--- config.mk ---
export PLATFORM = sky130hd
export DESIGN_NAME = booth_radix4_seq_mult_flat
export DESIGN_NICKNAME = d
export VERILOG_FILES = /design/src/rtl/booth_radix4_seq_mult_if.sv /design/src/rtl/booth_radix4_seq_mult.sv /design/src/flat_wrapper.sv
export SDC_FILE = /design/constraint.sdc
export NUM_CORES = 1
export LEC_CHECK = 0
export ABC_AREA = 1
export BUFFER_PORTS_ARGS = -buffer_cell sky130_fd_sc_hd__buf_2
export CAP_MARGIN = 30
export CORE_MARGIN = 5
export CORE_UTILIZATION = 45
export CTS_BUF_LIST = sky130_fd_sc_hd__clkbuf_8
export DETAILED_ROUTE_END_ITERATION = 8
export GPL_TIMING_DRIVEN = 0
export SYNTH_ARGS = -nofsm -noshare
export SYNTH_HDL_FRONTEND = slang
export SYNTH_SLANG_ARGS = --single-unit
--- constraint.sdc ---
create_clock -name clk -period 5.2 [get_ports clk]
set_input_delay 0.78 -clock clk [delete_from_list [all_inputs] [get_ports clk]]
set_output_delay 0.78 -clock clk [all_outputs]
set_load 0.02 [all_outputs]
--- src/rtl/booth_radix4_seq_mult_if.sv ---
// Handshake/operand bundle for booth_radix4_seq_mult.
//   start, tc, a, b : requester -> multiplier (sampled when ready=1)
//   ready, done, p  : multiplier -> requester
// master : the requester side; slave : the multiplier.
interface booth_radix4_seq_mult_if #(
  parameter int unsigned N = 8
);
  logic           start;
  logic           tc;
  logic [N-1:0]   a;
  logic [N-1:0]   b;
  logic           ready;
  logic           done;
  logic [2*N-1:0] p;

  modport master (output start, tc, a, b, input ready, done, p);
  modport slave  (input start, tc, a, b, output ready, done, p);
endinterface

--- src/rtl/booth_radix4_seq_mult.sv ---
// Sequential radix-4 Booth multiplier, one Booth digit per clock.
// Ports:
//   clk  : rising-edge clock
//   rst  : asynchronous active-high reset
//   bus  : slave side of booth_radix4_seq_mult_if
//            start/tc/a/b in, accepted on an edge with start & ready
//            ready : high in idle and done states
//            done  : one-cycle pulse, p valid while high
//            p     : exact 2N-bit product, signed or unsigned per latched tc
// Latency: done is high in the cycle after acceptance edge + N/2+1.
module booth_radix4_seq_mult #(
  parameter int unsigned N = 8
) (
  input logic                      clk,
  input logic                      rst,
  booth_radix4_seq_mult_if.slave   bus
);

  localparam int unsigned D  = N / 2 + 1;   // Booth digits per product
  localparam int unsigned W  = N + 2;       // extended operand width
  localparam int unsigned AW = 2 * N + 4;   // accumulator width
  localparam int unsigned CW = $clog2(D + 1);

  if ((N % 2) != 0 || N < 4) begin : g_bad_n
    $error("booth_radix4_seq_mult: N must be even and >= 4");
  end

  typedef enum logic [1:0] {StIdle, StCalc, StDone} state_e;

  state_e         state_q, state_d;
  logic [W-1:0]   a_q;
  logic [W:0]     b_q;      // extended multiplier with the implicit b[-1]=0 at bit 0
  logic [AW-1:0]  acc_q, acc_d;
  logic [CW-1:0]  cnt_q;
  logic           load, step;

  // Booth digit decode of the current triplet, which always sits in b_q[2:0].
  logic           pp_zero, pp_two, pp_neg;
  logic [AW-1:0]  a_sx, pp_mag, pp_opnd;

  always_comb begin
    pp_zero = 1'b0;
    pp_two  = 1'b0;
    pp_neg  = 1'b0;
    unique case (b_q[2:0])
      3'b000, 3'b111: pp_zero = 1'b1;
      3'b001, 3'b010: ;
      3'b011:         pp_two  = 1'b1;
      3'b100: begin
        pp_two = 1'b1;
        pp_neg = 1'b1;
      end
      3'b101, 3'b110: pp_neg  = 1'b1;
      default:        pp_zero = 1'b1;
    endcase
  end

  // Single shared adder; negation is invert plus carry-in. Inverting the
  // shifted magnitude still yields -(mag << 2i) modulo 2^AW.
  always_comb begin
    a_sx    = {{(AW - W){a_q[W-1]}}, a_q};
    pp_mag  = pp_zero ? '0 : (pp_two ? (a_sx << 1) : a_sx);
    pp_mag  = pp_mag << {cnt_q, 1'b0};
    pp_opnd = pp_neg ? ~pp_mag : pp_mag;
    acc_d   = acc_q + pp_opnd + AW'(pp_neg && !pp_zero);
  end

  always_comb begin
    state_d = state_q;
    load    = 1'b0;
    step    = 1'b0;
    unique case (state_q)
      StIdle: begin
        if (bus.start) begin
          load    = 1'b1;
          state_d = StCalc;
        end
      end
      StCalc: begin
        step = 1'b1;
        if (cnt_q == CW'(D - 1)) state_d = StDone;
      end
      StDone: begin
        if (bus.start) begin
          load    = 1'b1;
          state_d = StCalc;
        end else begin
          state_d = StIdle;
        end
      end
      default: state_d = StIdle;
    endcase
  end

  always_ff @(posedge clk or posedge rst) begin
    if (rst) begin
      state_q <= StIdle;
      a_q     <= '0;
      b_q     <= '0;
      acc_q   <= '0;
      cnt_q   <= '0;
    end else begin
      state_q <= state_d;
      if (load) begin
        a_q   <= bus.tc ? {{2{bus.a[N-1]}}, bus.a} : {2'b00, bus.a};
        b_q   <= {(bus.tc ? {{2{bus.b[N-1]}}, bus.b} : {2'b00, bus.b}), 1'b0};
        acc_q <= '0;
        cnt_q <= '0;
      end else if (step) begin
        acc_q <= acc_d;
        b_q   <= b_q >> 2;
        cnt_q <= cnt_q + 1'b1;
      end
    end
  end

  assign bus.ready = (state_q != StCalc);
  assign bus.done  = (state_q == StDone);
  assign bus.p     = acc_q[2*N-1:0];

endmodule

--- src/flat_wrapper.sv ---
// flat-port wrapper written by rule: the top's interface ports become plain ports
module booth_radix4_seq_mult_flat 
#(
  parameter int unsigned N = 8
)
  (clk, rst, bus_start, bus_tc, bus_a, bus_b, bus_ready, bus_done, bus_p);
  booth_radix4_seq_mult_if #(.N(N)) bus_i ();
  input logic clk;
  input logic rst;
  input wire logic [$bits(bus_i.start)-1:0] bus_start;
  input wire logic [$bits(bus_i.tc)-1:0] bus_tc;
  input wire logic [$bits(bus_i.a)-1:0] bus_a;
  input wire logic [$bits(bus_i.b)-1:0] bus_b;
  output wire logic [$bits(bus_i.ready)-1:0] bus_ready;
  output wire logic [$bits(bus_i.done)-1:0] bus_done;
  output wire logic [$bits(bus_i.p)-1:0] bus_p;
  assign bus_i.start = bus_start;
  assign bus_i.tc = bus_tc;
  assign bus_i.a = bus_a;
  assign bus_i.b = bus_b;
  assign bus_ready = bus_i.ready;
  assign bus_done = bus_i.done;
  assign bus_p = bus_i.p;
  booth_radix4_seq_mult #(.N(N)) u_core (.clk(clk), .rst(rst), .bus(bus_i));
endmodule
==> results.yml <==
clock_network:
  cts_buf_count: 5
  cts-htree-levels: 2
  maximum_clock_insertion_buffer_count: 2
  clkTransAtPathRegs_ns: 0.10
  cts.sink_count: 40
  post_cts.repair.setup_buffers: 0
  clockRootBuffer: "clkbuf_8"
  post_cts_hold_buffer_count: 0
  tritoncts_clock_tree: "done"
  clk-insertion-delay-late_ns: 0.31
  post_cts_resize_count: 0
synthesis:
  synth_seq_cells: 40
  postSynth.topFlopCell: "dfrtp_1"
  yosysUniqueCellTypes: 39
  netlist_area_sq_um: 3030
  postSynth.asyncResetShare_pct: 100
  synth-warning-count: 0
  syn-num-nets: 472
  synth_top_area_share_pct: 33.0
  synth_largest_area_cell: "dfrtp_1"
  synthTopCellsByCount: "146 x nand2_1, 42 x inv_1, 40 x dfrtp_1"
  library_cell_with_the_highest_instance_count_after_synthesis: "nand2_1"
  netlist_instances: 433
  synth_sequential_area_ratio_pct: 33.0
  synth_enable_flop_cells: 0
  mean_instance_size_in_the_synthesized_netlist_sq_um: 7.01
  synth.area.top_cells: "dfrtp_1 33%, nand2_1 18%, ha_1 7.0%"
floorplanning:
  horizontal_extent_of_the_die_microns: 92.1
  top_level_ports: 38
  initial_core_util_pct: 45.4
  rows: 30
  die-area_sq_um: 8490
  die_height_microns: 92.1
  design.core.area_sq_um: 6680
route:
  drt-vias-per-instance: 5.09
  avgRoutedWirePerCell_microns: 13.3
  finalWirelength_mm: 7.42
  num_vias: 2839
  detail_route.drc_violations: 0
  drtIter0Drc: 99
  firstDrtPassIters: 8
  detail-route-antenna-nets: 0
cells_and_area:
  nNetsFinal: 516
  post_route_cells_drive_above_1_share_pct: 14.4
  multi_input_comb_area_sq_um: 1780
  final_cells: 558
  ff_latch_area_sq_um: 1000
  fill_cells: 726
  final_core_occ_pct: 51.1
  antenna_cells: 0
  synthToLayoutAreaGrowth_pct: 12.5
critical_path:
  crit_top_cell: "nand2_1"
  path_cells: "buf_2, inv_1, clkbuf_1, clkbuf_1, nand2_1, xor2_1, fa_1, fa_1, nand3_1, nand3_1, nand2_1, nand2_1, a21oi_1, o21ai_0, a21oi_1, o21ai_0, nand2_1"
  critPathLaunchType: "flop"
  cpPeakStageDelay_ns: 0.45
  worst-path-max-fanout: 10
  worstPathArrival_ns: 3.92
  timing.critical_path.slowest_stage_cell: "fa_1"
  worstSetupPathType: "reg -> reg"
  worstReg2RegStart: "u_core.cnt_q[2]$_DFFE_PP0P_"
  timing.critical_path.to_type: "flop"
  critical_path_required_ns: 5.44
  launch_point_of_the_worst_path: "u_core.cnt_q[2]$_DFFE_PP0P_"
global_routing:
  grt.total_usage_pct: 18.7
  number_of_global_route_vias_before_repair: 2812
  grt_pass1_wl_mm: 12.9
  grt_max_degree: 41
  grt-ovfl-total: 0
  grt_antenna_before_repair: 0
sta:
  worst-slew-pin-transition_ns: 0.844
  fmax_mhz: 272
  rsz0062_at_grt: "false"
  tns_ns: 0
  min_tclk_post_route_ns: 3.68
  fin_worst_skew_ns: 0.0108
  final-max-slew-violation-count: 0
  timing.final.hold_violations: 0
  finalWorstSetupSlack_ns: 1.52
  final_min_period_over_clock_period_pct: 70.7
  relative_slew_slack_pct: 43.7
  setup-violations-final: 0
hold_path:
  worstHoldStart: "u_core.b_q[9]$_DFFE_PP0P_"
  min-delay-path-class: "reg -> reg"
place:
  numPortBuffers: 37
  dp_slack_ns: 1.62
  placed_cells: 550
  gp_congestion: 0.922
  detailed_place_hpwl_mm: 5.88
run:
  max_cap_viol_count: 0
status:
  run_status: "complete, no violations"
cells in the final DEF (no fill, tap or decap), drive strengths merged, types with 5 or more instances in the layout:
master  count
nor2       19
dfrtp      40
nand4       5
clkbuf     14
o211ai      9
inv        45
o21ai      41
xor2       13
nand3      35
buf        44
a21oi      19
nand2     148
ha         17
area by class of cell:
type / instances / share of cell area (%)
flip-flops and latches: 40 / 29.3
inverters: 46 / 5.06
clock inverters: 3 / 0.697
multi-input cells: 331 / 52.2
well taps: 80 / 2.93
plain buffers: 16 / 2.35
clock buffers: 5 / 2.02
repair buffers: 37 / 5.43
per-stage QoR:
step	cell area [sq um]	hold slack, ns
2_1_floorplan	3030	0.453
3_3_place_gp	3320	0.471
3_5_place_dp	3320	0.477
4_1_cts	3410	0.499
5_1_grt	3410	0.555
6_report	3410	0.495
worst max-delay path: cells and delay by family, from the launching register on:
| family | cells | cell delay [ns] |
|---|---|---|
| and+or+nand+nor | 6 | 0.58 |
| buffers and inverters | 4 | 1.01 |
| DFF | 1 | 0.36 |
| xor gates and xnor gates | 1 | 0.17 |
| adders and majority gates | 2 | 0.88 |
| AOI/OAI and AO/OA | 4 | 0.61 |
per-layer routing:
| layer | global-route usage, % | routed length [microns] |
|---|---|---|
| met4 | 4.46 | 71 |
| met5 | 0 | 0 |
| met1 | 22.9 | 3420 |
| met2 | 34.2 | 3720 |
| met3 | 2.79 | 213 |
sequential cells by signal, indices dropped and copies added (netlist names):
signal,cells
u_core.b_q,10
u_core.state_q,2
u_core.cnt_q,3
u_core.a_q,9
u_core.acc_q,16
path summary, 6_finish.rpt:
path	endpoint	slack [ns]	depth (start not counted)
min	u_core.b_q[9]$_DFFE_PP0P_	0.49	2
max reg2reg	u_core.acc_q[14]$_DFFE_PP0P_	1.52	17
min in group asynchronous	u_core.b_q[6]$_DFFE_PP0P_	0.64	2
max in group asynchronous	u_core.acc_q[13]$_DFFE_PP0P_	4.02	2
min reg2reg	u_core.b_q[9]$_DFFE_PP0P_	0.49	2
max	u_core.acc_q[14]$_DFFE_PP0P_	1.52	17
cells by family after synthesis:
| group | synth area share, % |
|---|---|
| adder cells (fa/ha/maj) | 8.33 |
| buffers and inverters | 8.33 |
| AO/OA/AOI/OAI | 16.9 |
| flip-flops | 33.0 |
| XOR/XNOR | 4.33 |
| AND/OR/NAND/NOR | 29.1 |
Power is not shown: default switching activity piles up to over one toggle a cycle in this logic, so the estimate is an artifact.
